`src/rtl/period_meter_pkg.sv`:
```
// rtl/period_meter_pkg.sv - shared state encoding and default sizing for the period meter
package period_meter_pkg;

  typedef enum logic {
    ST_IDLE    = 1'b0,
    ST_MEASURE = 1'b1
  } state_t;

  localparam int DEFAULT_WIDTH   = 16;
  localparam int DEFAULT_TIMEOUT = 4095;

endpackage

```
`src/rtl/sync_edge_detector.sv`:
```
// rtl/sync_edge_detector.sv - 2-flop synchronizer plus delay flop with rising-edge detect
module sync_edge_detector (
  input  logic clock,
  input  logic rst,
  input  logic d,
  output logic level,
  output logic rise
);

  logic       s1;
  logic       s2;
  logic       s3;
  logic [1:0] fill;

  always_ff @(posedge clock) begin
    if (!rst) begin
      s1   <= 1'b0;
      s2   <= 1'b0;
      s3   <= 1'b0;
      fill <= 2'd0;
    end else begin
      s1 <= d;
      s2 <= s1;
      s3 <= s2;
      if (fill != 2'd3) begin
        fill <= fill + 2'd1;
      end
    end
  end

  // Edges are only trusted once s3 holds real input data; otherwise a level that was
  // already high across reset release would look like a fresh rising edge.
  assign level = s2;
  assign rise  = s2 & ~s3 & (fill == 2'd3);

endmodule

```
`src/rtl/period_meter.sv`:
```
// rtl/period_meter.sv - measures period and high time of a slow signal in system-clock cycles
module period_meter
  import period_meter_pkg::*;
#(
  parameter int WIDTH   = DEFAULT_WIDTH,
  parameter int TIMEOUT = DEFAULT_TIMEOUT
) (
  input  logic             clock,
  input  logic             rst,
  input  logic             enable,
  input  logic             sig_in,
  output logic [WIDTH-1:0] period,
  output logic [WIDTH-1:0] high_time,
  output logic             valid,
  output logic             timeout,
  output logic             busy
);

  localparam logic [WIDTH-1:0] TIMEOUT_CNT = WIDTH'(TIMEOUT);
  localparam logic [WIDTH-1:0] ONE         = WIDTH'(1);

  state_t           state;
  logic [WIDTH-1:0] cnt;
  logic [WIDTH-1:0] hcnt;
  logic             level;
  logic             rise;

  sync_edge_detector u_sync (
    .clock (clock),
    .rst   (rst),
    .d     (sig_in),
    .level (level),
    .rise  (rise)
  );

  always_ff @(posedge clock) begin
    if (!rst) begin
      state     <= ST_IDLE;
      cnt       <= '0;
      hcnt      <= '0;
      period    <= '0;
      high_time <= '0;
      valid     <= 1'b0;
      timeout   <= 1'b0;
      busy      <= 1'b0;
    end else begin
      valid <= 1'b0;
      if (!enable) begin
        state <= ST_IDLE;
        busy  <= 1'b0;
      end else begin
        case (state)
          ST_IDLE: begin
            // First edge only arms the meter; there is no prior edge to measure from.
            if (rise) begin
              state <= ST_MEASURE;
              busy  <= 1'b1;
              cnt   <= ONE;
              hcnt  <= ONE;
            end
          end
          ST_MEASURE: begin
            if (rise) begin
              period    <= cnt;
              high_time <= hcnt;
              valid     <= 1'b1;
              timeout   <= 1'b0;
              cnt       <= ONE;
              hcnt      <= ONE;
            end else if (cnt == TIMEOUT_CNT) begin
              state   <= ST_IDLE;
              busy    <= 1'b0;
              timeout <= 1'b1;
            end else begin
              cnt <= cnt + ONE;
              if (level) begin
                hcnt <= hcnt + ONE;
              end
            end
          end
          default: begin
            state <= ST_IDLE;
            busy  <= 1'b0;
          end
        endcase
      end
    end
  end

endmodule
```
`config.mk`:
```
export PLATFORM = sky130hd
export DESIGN_NAME = period_meter
export DESIGN_NICKNAME = d
export VERILOG_FILES = /design/src/rtl/period_meter_pkg.sv /design/src/rtl/sync_edge_detector.sv /design/src/rtl/period_meter.sv
export SDC_FILE = /design/constraint.sdc
export NUM_CORES = 1
export LEC_CHECK = 0
export CAP_MARGIN = 20
export CORE_MARGIN = 8
export CORE_UTILIZATION = 40
export DETAILED_ROUTE_END_ITERATION = 6
export PLACE_DENSITY = 0.67
export SLEW_MARGIN = 10
export SYNTH_ARGS = -nofsm -noshare
export SYNTH_HDL_FRONTEND = slang
export SYNTH_SLANG_ARGS = --single-unit
```
`constraint.sdc`:
```
create_clock -name clock -period 6.96 [get_ports clock]
set_input_delay 1.392 -clock clock [delete_from_list [all_inputs] [get_ports clock]]
set_output_delay 1.392 -clock clock [all_outputs]
set_load 0.01 [all_outputs]
```
Word level (Yosys, flattened, before mapping)
Index checks and enable logic that the tools add are counted.
{"block": "word_totals", "reg_bits": 73, "latch_bits": 0, "mem_bits_rw": 0, "mem_bits_ro": 0, "output_inout_bits": 35, "word_cells": 53, "n_memories": 0}
{"block": "classes", "addsub": 3, "mul": 0, "div": 0, "magnitude_cmp": 0, "n_eq_ne": 8, "shift": 0, "muxes": 18, "bitwise_logic": 4, "reduce_logical": 8}
{"op": "$mux 16", "n": 6}
{"op": "$pmux 16 s2", "n": 2}
{"op": "$add 16x1->16 const B", "n": 2}
{"op": "$eq 16x12->1 const B", "n": 1}
{"op": "$reduce_and 3->1", "n": 5}
{"op": "$mux 1", "n": 8}
{"op": "$ne 2x2->1 const B", "n": 3}
{"op": "$pmux 1 s2", "n": 2}
{"op": "$reduce_and 4->1", "n": 1}
{"op": "$ne 3x1->1 const B", "n": 1}
{"op": "$ne 3x3->1 const B", "n": 1}
{"op": "$add 2x1->2 const B", "n": 1}
{"op": "$and 1x1->1", "n": 2}
{"op": "$eq 2x2->1 const B", "n": 1}
{"op": "$ne 2x1->1 const B", "n": 1}
{"op": "$not 1->1", "n": 2}
{"op": "$reduce_and 2->1", "n": 1}
{"op": "$reduce_bool 2->1", "n": 1}

Longest topological paths before layout
{"block": "logic_depth", "word_depth": 5, "depth_mapped": 8, "depth_no_buf": 6}

By module
A second synthesis with hierarchy kept.
{"block": "unflattened", "cells_unflattened": 407, "area_unflattened_um2": 3409.5}
{"mod": "period_meter", "n_inst": 1, "cells_per_inst": 392, "area_each_um2": 3239.4, "seq_area_each_um2": 1361.3}
{"mod": "sync_edge_detector", "n_inst": 1, "cells_per_inst": 15, "area_each_um2": 170.2, "seq_area_each_um2": 100.1}

Least setup slack after synthesis
Ideal clock, no wire load.
{"block": "synth_path", "kind": "in2reg", "from": "in enable", "to": "reg period[7]", "arrival_ps": 2516, "required_ps": 6884, "path_slack_ps": 4368, "path_stages": 7, "path_buffers": 3, "cell_sequence": "and2_0 > clkbuf_1 > nor2b_1 > clkbuf_1 > clkbuf_1 > nand2_1 > a21boi_0"}
{"block": "synth_via", "elab_chain_len": 1}
{"item": "start, declared", "line": "period_meter.sv:10", "source": "input logic enable,"}
{"item": "$reduce_and 3->1 (no line)"}
{"item": "end signal, assigned", "line": "period_meter.sv:64", "source": "period <= cnt;"}
{"item": "end, declared", "line": "period_meter.sv:12", "source": "output logic [WIDTH-1:0] period,"}
No other way between the ends.
A chain may end at the register's enable or synchronous reset.

==> results.yml <==
pwr:
  ir_drop_mv: 0.0990
  p_leak_nw: 1.23
  power.density_nw_per_um2: 201
global_routing:
  grt_pass1_vias: 2578
  grt_max_degree: 61
  grt_pass1_wl_mm: 12.8
  gr-total-overflow: 0
  antenna_found_initial: 0
  track_usage_pct: 13.8
logic_synthesis:
  post_synth_num_cell_types: 45
  yosysSeqAreaShare_pct: 45.4
  async_flop_share_pct: 0
  yosysWarnings: 0
  synth_edf_count: 0
  synth_ff_type: "dfxtp_1"
  synth_area_leaders: "dfxtp_1, nand2_1, a21boi_0, nand3_1, o21ai_0"
  netlist.area_leader.share_pct: 45.4
  postSynthAreaPerCell_um2: 8.25
  syn-num-nets: 397
  synth_top_area_cell: "dfxtp_1"
  synthCells: 390
  netlist_area_um2: 3220
  synth_seq_cells: 73
finish:
  finalNetCount: 426
  layout_commonest_cell: "nand2_1"
  areaGrowthSynthToFinish_pct: 19.0
  multi_input_area_um2: 1640
  mostFrequentLayoutCells: "nand2_1, dfxtp_1, clkdlybuf4s50_1, a21boi_0, nand3_1"
  regArea_um2: 1460
  fin_util_pct: 49.3
  drive_gt1_share_pct: 5.90
  fillers: 759
  n_antenna_cell: 0
critical_path:
  worstReg2RegStart: "u_sync.fill[0]$_SDFFE_PN0N_"
  crit_path_frequent_cell: "nand3_1"
  critPathBufInv: 2
  slowest_stage: "nor3_1"
  criticalPathCategory: "in2reg"
  path_depth: 6
  max_stage_delay_ns: 0.95
  path_cells: "clkdlybuf4s50_1 > buf_4 > nand3_1 > nor3_1 > nand3_1 > o31ai_1"
  startpoint_type: "input pin"
  crit_path_start: "rst"
  endpoint_kind: "register"
  regToRegSetupSlack_ns: 4.15
  crit_fanout: 60
  crit_family: "simple AND/OR/NAND/NOR gates"
  worstPathArrival_ns: 4.14
  cp.required_ns: 7.23
  cp-endpoint: "cnt[14]$_SDFFE_PN0P_"
  reg2regPathDepth: 6
  r2r-end: "cnt[14]$_SDFFE_PN0P_"
clock_tree:
  cts.sinks: 73
  hold_buffers: 0
  cts_tree: "yes"
  cts_setup_buffers: 0
  max-clock-path-buffers: 2
  clock-root-buffer: "clkbuf_8"
  clock_latency_ns: 0.35
  cts_made_buffers: 9
  htree_levels: 3
  path_clk_slew_ns: 0.07
  cts_resized: 0
floorplan:
  die_w_um: 106
  die_area_um2: 11200
  io_pins: 39
  start_util_pct: 41.4
  die_h_um: 106
  rows: 32
  core_area_um2: 7770
sta:
  hold_viol_final: 0
  finClkSkew_ns: 0.00628
  rsz0062_at_grt: "false"
  setup_viol: 0
  max_slew_margin_pct: 29.1
  worst_pin_slew_ns: 1.06
  fin_crit_sh_pct: 55.6
  fmax_mhz: 258
  drv_slew: 0
  tns_ns: 0
  post-route-min-period_ns: 3.87
route:
  drtIter0Drc: 183
  wl_mm: 7.25
  post_drt_wl_per_cell_um: 13.8
  drtPass1Iterations: 4
  drc_errors: 0
  vias: 2804
  drtAntennaViolNets: 0
  viasPerCell: 5.33
place:
  port_buffers: 38
  hpwlAfterDp_mm: 4.95
  place_congestion: 0.860
hold_path:
  worstHoldPathType: "reg2reg"
  hp-start: "u_sync.s1$_SDFF_PN0_"
run_status:
  outcome: "completed"
job:
  maxCapViolCount: 0
-- synth_stat cells (4+ instances only) --
master     n
o211ai_1   8
inv_1      4
nand2_1   93
a41oi_1    4
a31oi_1    6
and2_1    11
o21ai_0   18
nand4_1    8
clkbuf_1  19
nor2_1    16
nand3_1   19
o31ai_1    5
a21boi_0  34
dfxtp_1   73
a21boi_1   4
a21oi_1   14
nor3_1     8
-- how the worst min path moves through the flow --
| stage | endpoint | slack (ns) | cells after the start |
|---|---|---|---|
| 2_1_floorplan | u_sync.level$_SDFF_PN0_ | 0.41 | 1 |
| 3_3_place_gp | u_sync.level$_SDFF_PN0_ | 0.42 | 1 |
| 4_1_cts | u_sync.level$_SDFF_PN0_ | 0.46 | 1 |
| 3_5_place_dp | u_sync.level$_SDFF_PN0_ | 0.44 | 1 |
| 5_1_grt | period[0]$_SDFFE_PN0P_ | 0.49 | 2 |
| 6_report | u_sync.level$_SDFF_PN0_ | 0.46 | 1 |
-- state kept, by name, indices dropped and copies added (netlist names) --
name,flops
busy,1
cnt,16
hcnt,16
high_time,16
period,16
state,1
timeout,1
u_sync.fill,2
u_sync.level,1
u_sync.s1,1
u_sync.s3,1
valid,1
-- worst reg2reg max path, stage by stage, from the launching register on --
cell and delay [ns]:
dfxtp_1 0.33, ha_1 0.26, nand3b_1 0.35, nand3_1 0.44, nor3_1 0.95, nand3_1 0.20
o31ai_1 0.22
-- routing by layer --
layer	GRT usage, %	wire (um)	vias to the layer above
li1	-	-	1446
met4	8.14	163	0
met5	0	0	-
met1	18.2	3700	1283
met2	20.0	3020	62
met3	3.11	365	13
-- power breakdown --
| part | total (mW) | internal [mW] | leakage (nW) | switching [mW] |
|---|---|---|---|---|
| clock network | 0.325 | 0.175 | 0.0974 | 0.151 |
| registers | 0.423 | 0.421 | 0.589 | 0.00229 |
| logic | 0.0226 | 0.0106 | 0.542 | 0.0120 |
| total | 0.771 | 0.606 | 1.23 | 0.165 |
-- logic make-up (layout without fill, tap and decap cells) --
family	Yosys count	count (layout)	share of synthesized area [%]
AOI/OAI and AO/OA	106	106	22.9
xor gates and xnor gates	1	1	0.272
adders and majority gates	3	3	1.17
buffers and inverters	27	61	3.89
DFF	73	73	45.4
muxes	2	2	0.622
and+or+nand+nor	178	178	25.8
-- cell type report --
type | instances | area share (%)
well taps | 102 | 3.33
flip-flops and latches | 73 | 38.1
clock buffers | 13 | 3.89
clock inverters | 3 | 1.05
inverters | 4 | 0.392
multi-input cells | 290 | 42.7
repair buffers | 41 | 10.5
-- per-stage QoR --
stage | power [mW] | cell area (um2) | setup WS, ns | std cells | hold WS, ns
final | 0.771 | 3830 | 3.09 | 526 | 0.457
after global placement | 0.455 | 3640 | 2.87 | 510 | 0.417
after global routing | 0.798 | 3830 | 2.86 | 526 | 0.489
after CTS | 0.780 | 3830 | 3.09 | 526 | 0.460
after floorplan | 0.449 | 3220 | 4.37 | 390 | 0.412
after detailed placement | 0.456 | 3640 | 2.73 | 510 | 0.436
Power figures use the tool's default switching activity.
